[config.mk]
export PLATFORM = sky130hd
export DESIGN_NAME = pe_inject_ctrl
export DESIGN_NICKNAME = d
export VERILOG_FILES = /design/src/rtl/pe_inject_ctrl.sv
export SDC_FILE = /design/constraint.sdc
export NUM_CORES = 1
export LEC_CHECK = 0
export ABC_AREA = 1
export CORE_UTILIZATION = 47
export CTS_BUF_LIST = sky130_fd_sc_hd__clkbuf_4 sky130_fd_sc_hd__clkbuf_8
export DETAILED_ROUTE_END_ITERATION = 10
export GPL_TIMING_DRIVEN = 0
export PLACE_DENSITY = 0.8
export RECOVER_POWER = 25
export SLEW_MARGIN = 10
export SYNTH_ARGS = -nofsm -noshare
export SYNTH_HDL_FRONTEND = slang
export SYNTH_SLANG_ARGS = --single-unit
[constraint.sdc]
create_clock -name clk -period 1.56 [get_ports clk]
set_input_delay 0.468 -clock clk [delete_from_list [all_inputs] [get_ports clk]]
set_output_delay 0.468 -clock clk [all_outputs]
set_load 0.01 [all_outputs]
[src/rtl/pe_inject_ctrl.sv]
// ----------------------------------------------------------------------------
// pe_inject_ctrl: streams NUM_FLITS BRAM words into the router local port
// Rev 1.0
// ----------------------------------------------------------------------------
`default_nettype none

module pe_inject_ctrl #(
  parameter int FLIT_W    = 20,
  parameter int ADDR_W    = 5,
  parameter int NUM_FLITS = 30
) (
  input  logic              clk,
  input  logic              RST,
  input  logic              start,
  output logic              bram_en,
  output logic [ADDR_W-1:0] bram_addr,
  input  logic [FLIT_W-1:0] bram_dout,
  output logic [FLIT_W-1:0] flit_out,
  output logic              flit_valid,
  input  logic              flit_ready,
  output logic              busy,
  output logic              done,
  output logic [ADDR_W:0]   sent_cnt
);

  localparam logic [ADDR_W:0] LAST    = (ADDR_W+1)'(NUM_FLITS);
  localparam logic [ADDR_W:0] LAST_M1 = (ADDR_W+1)'(NUM_FLITS - 1);

  typedef enum logic [1:0] {
    IDLE  = 2'd0,
    RUN   = 2'd1,
    DRAIN = 2'd2,
    DONE  = 2'd3
  } state_t;

  state_t            state, state_nxt;
  logic [ADDR_W:0]   rd_cnt;
  logic              inflight;
  logic [FLIT_W-1:0] fifo_mem [2];
  logic              wr_ptr, rd_ptr;
  logic [1:0]        fifo_count;
  logic              push, pop;
  logic [2:0]        occupancy;
  logic              credit;

  assign push       = inflight;
  assign flit_valid = (fifo_count != 2'd0);
  assign pop        = flit_valid && flit_ready;
  assign flit_out   = flit_valid ? fifo_mem[rd_ptr] : '0;
  assign bram_addr  = rd_cnt[ADDR_W-1:0];

  // A head leaving this cycle frees a slot, so a read may issue against it;
  // this keeps one flit per cycle flowing through the two-entry buffer.
  assign occupancy = {1'b0, fifo_count} + {2'b00, inflight};
  assign credit    = occupancy < (3'd2 + {2'b00, pop});

  always_comb begin
    state_nxt = state;
    bram_en   = 1'b0;
    busy      = 1'b0;
    done      = 1'b0;
    case (state)
      IDLE: begin
        if (start) state_nxt = RUN;
      end
      RUN: begin
        busy = 1'b1;
        if ((rd_cnt < LAST) && credit) bram_en = 1'b1;
        if (bram_en && (rd_cnt == LAST_M1)) state_nxt = DRAIN;
      end
      DRAIN: begin
        busy = 1'b1;
        if (pop && (sent_cnt == LAST_M1)) state_nxt = DONE;
      end
      DONE: begin
        done      = 1'b1;
        state_nxt = IDLE;
      end
      default: state_nxt = IDLE;
    endcase
  end

  always_ff @(posedge clk) begin
    if (RST) begin
      state      <= IDLE;
      rd_cnt     <= '0;
      sent_cnt   <= '0;
      inflight   <= 1'b0;
      wr_ptr     <= 1'b0;
      rd_ptr     <= 1'b0;
      fifo_count <= 2'd0;
    end else begin
      state    <= state_nxt;
      inflight <= bram_en;
      if ((state == IDLE) && start) begin
        rd_cnt   <= '0;
        sent_cnt <= '0;
      end else begin
        if (bram_en) rd_cnt <= rd_cnt + 1'b1;
        if (pop && (sent_cnt < LAST)) sent_cnt <= sent_cnt + 1'b1;
      end
      if (push) wr_ptr <= ~wr_ptr;
      if (pop)  rd_ptr <= ~rd_ptr;
      case ({push, pop})
        2'b10:   fifo_count <= fifo_count + 2'd1;
        2'b01:   fifo_count <= fifo_count - 2'd1;
        default: fifo_count <= fifo_count;
      endcase
    end
  end

  // Storage only; validity is carried by fifo_count.
  always_ff @(posedge clk) begin
    if (push) fifo_mem[wr_ptr] <= bram_dout;
  end

endmodule

`default_nettype wire

* Word level (Yosys, flattened, before mapping)
Memory sizes are Yosys's and may differ from the RTL's. A register that Yosys moved wholly into a read port is not among the register bits.
Cells that the tools add are included.
** Word-level totals
- Register bits after elaboration :: 19
- Output and inout port bits :: 35
- Input port bits :: 24
- Memories kept :: 1
- Memory bits (writable) :: 40
- Word-level logic and storage cells :: 56
** Memories
- fifo_mem :: depth 2, bits a word 20, read ports 1, clocked after memory_dff 1, write ports 1, RTL line 39 : logic [FLIT_W-1:0] fifo_mem [2];
** Operators by class
- Equality and inequality tests :: 10
- Order comparisons :: 3
- Bitwise logic cells :: 2
- Add/subtract/negate cells :: 6
- Reduce and logical (&&, ||, !) cells :: 12
- Multiplexer cells :: 15
** Operators with widths (count)
- 20-bit two-way mux :: 1
- 6-bit by 1-bit adder with 6-bit output, second input constant :: 2
- 6-bit by 5-bit equality test with 1-bit output, second input constant :: 2
- 6-bit by 5-bit < comparator with 1-bit output, second input constant :: 2
- 1-bit two-way mux :: 9
- 2-bit case mux with 4 select lines :: 1
- 2-bit equality test, second input constant :: 3
- 1-bit logical AND :: 6
- 2-bit two-way mux :: 3
- 2-bit inequality test, second input constant :: 3
- 2-bit by 1-bit equality test with 1-bit output, second input constant :: 2
- 2-bit case mux with 2 select lines :: 1
- 2-bit nonzero test :: 2
- 2-bit OR reduction :: 2
- 2-bit by 1-bit adder with 3-bit output :: 1
- 2-bit by 1-bit adder with 3-bit output, first input constant :: 1
- 3-bit < comparator :: 1
- 3-bit AND reduction :: 1
- 2-bit by 1-bit adder with 2-bit output, second input constant :: 1
- 2-bit logical NOT :: 1
- 1-bit NOT :: 2
- 2-bit by 1-bit subtractor with 2-bit output, second input constant :: 1

* Depth between registers and ports, before layout
- Depth after elaboration :: 10
- Mapped depth :: 9
- Mapped depth without buffers :: 9

* Worst setup path before layout
Ideal clock, no wire load.
- Path kind :: reg2reg
- Start point :: reg inflight
- End point :: mem fifo_mem[0][0] (enable)
- Setup slack :: -0.111 ns
- Data required time :: 1.163 ns
- Arrival :: 1.274 ns
- Cell stages (with the launch flop) :: 3
- Path buffers :: 0
- Library setup time :: 0.397 ns
- Period minus slack after synthesis :: 1.671 ns
- Cell sequence :: dfxtp_1 > inv_1 > nor2_1
** Between the ends
- Cells in the longest elaborated chain, start to end :: 2
** RTL lines
- start, declared :: RTL line 38 : logic inflight;
- start signal, assigned :: RTL line 94 : inflight <= bram_en;
- 1-bit two-way mux :: RTL line 114 : if (push) fifo_mem[wr_ptr] <= bram_dout;
- 1-bit two-way mux (implied by the code) :: RTL line 114
- end, declared :: RTL line 39
Every way passes these cells.

* Worst setup path in the final report
- Start point :: reg fifo_count[0]
- End point :: out bram_en
** Between the ends
- Cells in the longest elaborated chain, start to end :: 8
- Elaborated cells between the ends (all ways) :: 9
- Those cells by class :: add/sub (2); order compare (1); mux (3); reduce/logical (3)
** RTL lines
- start, declared :: RTL line 41 : logic [1:0] fifo_count;
- start signal, assigned :: RTL line 105 : 2'b10: fifo_count <= fifo_count + 2'd1;
- start signal, assigned :: RTL line 106 : 2'b01: fifo_count <= fifo_count - 2'd1;
- start signal, assigned :: RTL line 107 : default: fifo_count <= fifo_count;
- 2-bit nonzero test :: RTL line 47 : assign flit_valid = (fifo_count != 2'd0);
- 1-bit logical AND :: RTL line 48 : assign pop = flit_valid && flit_ready;
- 2-bit by 1-bit adder with 3-bit output :: RTL line 55 : assign credit = occupancy < (3'd2 + {2'b00, pop});
- 3-bit < comparator (*) :: RTL line 55
- 1-bit logical AND (*) :: RTL line 68 : if ((rd_cnt < LAST) && credit) bram_en = 1'b1;
- 1-bit two-way mux (*) :: RTL line 68
- 1-bit two-way mux (*) (2 in a row) :: RTL line 62 : case (state)
- end, declared :: RTL line 15 : output logic bram_en,
Every way passes the cells marked *; elsewhere a longest branch is shown, timed or not. The select of a mux whose other input is x is not followed.

==> metrics.md <==
| Metric | Value |
|---|---|
| GRT Overall Usage | 21.8% |
| Total iterations of the first detailed-routing run | 4 |
| Fill cell count | 356 |
| Cell taking the most area after synthesis | edfxtp_1 |
| Reg-to-reg startpoint | fifo_count[1] |
| Crit share post-route | 121% |
| Sw Share | 34.6% |
| Critical path fanouts, max | 3 |
| Clock Sinks | 60 |
| CP cell instances | ha_4, ha_4, nor2_4, nand4_4, inv_4, buf_6 |
| Worst Hold End | rd_cnt[5] |
| Num CTS Buffers | 9 |
| Core area | 5200 µm² |
| CTS tree | built |
| Syn_area_per_cell | 10.4 µm² |
| Tot Pwr | 6.55 mW |
| Yosys cell types | 24 |
| Clock group share of total power | 21.3% |
| Cell Int Power | 4.29 mW |
| DIE AREA | 5800 µm² |
| Reg-to-reg endpoint | state[0] |
| Switch Pwr | 2.27 mW |
| CP Capture Type | output pin |
| Skew-Pair Late Insertion Delay | 0.34 ns |
| Max Cap Viol | 0 |
| Worst R2R Setup Slack | -0.11 ns |
| Worst-Margin Slew | 0.599 ns |
| Layout Nets | 387 |
| Synth top area share | 46.4% |
| Antenna-violating nets left | 0 |
| Clock Pin Slew Worst Setup and Hold Paths | 0.06 ns |
| Routability congestion estimate | 0.735 |
| Run status | complete, but fails checks |
| Initial DRC count | 131 |
| Final core occ | 76.0% |
| Vias/cell | 5.13 |
| Slew HR | 60.0% |
| Vias in the first global route | 2,019 |
| DR top layer | met4 |
| Pin count of the biggest net entering global routing | 22 |
| Global-route wire length before repair | 9600 µm |
| Static leakage | 1.59 nW |
| Sequential cell area fraction in the yosys report | 61.9% |
| Failing checks | setup timing |
| Clock root buffer | clkbuf_8 |
| Hold_ws | 0.486 ns |
| Unrepaired setup endpoints after global routing | true |
| Slowest CP cell | dfxtp_4 |
| Clock period minus worst slack | 1.89 ns |
| Logic pwr share | 46.6% |
| Hold crit path type | reg2reg |
| Starting Density | 49.7% |
| Met2 wire length | 3430 µm |
| WL met1 | 2720 µm |
| Vert. Die Dim | 76.2 µm |
| Most common cell on crit path | ha_4 |
| Required time of the critical path | 1.09 ns |
| Crit path largest cell delay | 0.36 ns |
| Fmax achieved | 529 MHz |
| Remaining global-route overflow | 0 |
| H-tree depth | 3 |
| Slew Limit Fails | 0 |
| Crit Path Class | reg2out |
| Area Growth Syn to Fin | 52.9% |
| I/O Pins | 59 |
| Max IR drop VDD | 1060 µV |
| PwrDens | 1660 nW/µm² |
| Startpoint Class | flip-flop |
| Synth warnings | 0 |
| Initial antenna violation count | 0 |
| WL met3 | 322 µm |
| Port Buf Inserts | 58 |
| Site Rows | 26 |
| Sequential share of power | 32.1% |
| Worst setup margin | -0.331 ns |
| Hold path cells | 2 |
| WL final | 6610 µm |
| Die X | 76.2 µm |
| WL/cell | 15.5 µm |
| Crit path DAT | 1.42 ns |
| Via Count | 2,187 |
| HPWL after DPL | 3200 µm |
| Ranking of synthesized cells by area | edfxtp_1 (46%), dfxtp_1 (15%), nand2_1 (8.9%), a21oi_1 (7.4%), ha_1 (5.8%) |
| DRC viols | 0 |
| Design Area, Final | 3950 µm² |
| Cts hold-fix bufs | 0 |
| Setup violators final | 26 |
| R2R cell count | 11 |
| Antenna Cells | 0 |
| Post-Place Setup Slack | -0.858 ns |
| Syn Nets | 285 |
| FF+latch count, synth | 60 |
| Synth Instances | 249 |
| Netlist Area Pre-Place | 2590 µm² |
| Fraction of layout cells with a size suffix above 1 | 41.0% |
| Endpoints failing hold | 0 |
| Clock Skews | 0.0111 ns |
| Maximum clock path buffer count | 2 |
| Hold path startpoint | rd_cnt[5] |
| Post-placement cell area | 3260 µm² |
sequential cells by signal, indices dropped and copies added (netlist names), named ones only:
name	cells
inflight	1
fifo_mem	40
fifo_count	2
sent_cnt	6
state	2
rd_ptr	1
rd_cnt	6
wr_ptr	1
logic make-up (layout without fill, tap and decap cells):
group	count (synthesis)	after routing	synth area share, %
buf+inv	34	141	5.76
flops	60	60	61.9
compound gates	48	48	9.58
xor+xnor	4	4	1.35
fa+ha+maj	12	12	5.81
simple gates	91	91	15.6
power groups by stage:
stage / clock network (mW) / logic [mW] / registers, mW
after global placement: 0 / 1.86 / 2.07
final: 1.39 / 3.05 / 2.10
after floorplan: 0 / 1.07 / 2.05
after detailed placement: 0 / 1.89 / 2.08
after global routing: 1.48 / 3.30 / 2.13
after CTS: 1.39 / 2.60 / 2.08
repair_timing:
item | 4_1_cts | 5_1_grt
pin swaps | 9 | 11
buffers inserted | 19 | 12
endpoints found under the hold margin | 0 | 0
cloned | 3 | 0
setup endpoints to repair | 56 | 37
gates resized for setup | 185 | 42
cells in the mapped netlist:
library cell and n:
a22oi_2 1, nand2_2 2, nand3_1 7, edfxtp_1 40, nor2_4 1, o21ai_1 1, clkbuf_1 6, xnor2_1 3
nand2_1 61, inv_1 20, o21ai_0 8, inv_4 1, nand4_1 2, nand4_4 1, nor2_2 1, a21oi_1 38
ha_1 12, xor2_1 1, inv_2 2, nor2_1 12, buf_4 5, nor3_1 2, dfxtp_1 20, nand3_2 2
per-layer routing:
metal / up-vias / global-route usage [%]
li1: 1043 / -
met1: 1045 / 25.9
met2: 87 / 38.2
met3: 12 / 4.31
met4: 0 / 9.81
met5: - / 0
through the flow:
step	instances	TNS (ns)
after floorplan	249	0
after global placement	377	-14.64
after detailed placement	377	-15.93
after CTS	415	-5.35
after global routing	426	-7.58
final	426	-5.78
worst max-delay path, delay by kind of cell, from the launching register on:
family | cells | cell delay, ns
adders and majority gates | 2 | 0.32
DFF | 1 | 0.36
and+or+nand+nor | 2 | 0.23
buffers and inverters | 2 | 0.18
cells in the final DEF (no fill, tap or decap), types with 4 or more instances in the layout:
cell,n
inv_4,5
a21oi_2,19
ha_4,4
dfxtp_2,5
dfxtp_4,8
nand2_1,56
dlygate4sd3_1,13
dfxtp_1,7
inv_1,15
nand3_1,7
o21ai_1,6
nor2_4,4
buf_6,15
dlygate4sd2_1,7
clkdlybuf4s15_1,4
clkbuf_8,16
nand2_2,4
buf_2,20
a21oi_1,19
clkdlybuf4s50_1,9
nor2_1,10
buf_4,25
ha_1,7
edfxtp_1,40
final cells by class:
cell class / instances / area [µm²] / share of cell area, %
Timing Repair Buffer: 92 / 796 / 20.1
Clock buffer: 11 / 145 / 3.67
Multi-Input combinational cell: 155 / 1030 / 25.9
Clock inverter: 5 / 51.3 / 1.30
Tap cell: 70 / 87.6 / 2.22
Sequential cell: 60 / 1640 / 41.4
Buffer: 10 / 108 / 2.72
Inverter: 23 / 103 / 2.59
how the worst max path moves through the flow:
stage	to	slack, ns	startpoint	cells past startpoint
after floorplan	bram_en	0.001	inflight	5
after global placement	bram_en	-0.86	flit_ready	6
after detailed placement	bram_en	-0.86	flit_ready	6
after CTS	bram_en	-0.37	fifo_count[0]	6
after global routing	bram_en	-0.41	inflight	6
final	bram_en	-0.33	fifo_count[0]	6
No activity file was read; power rests on OpenSTA's default activity.
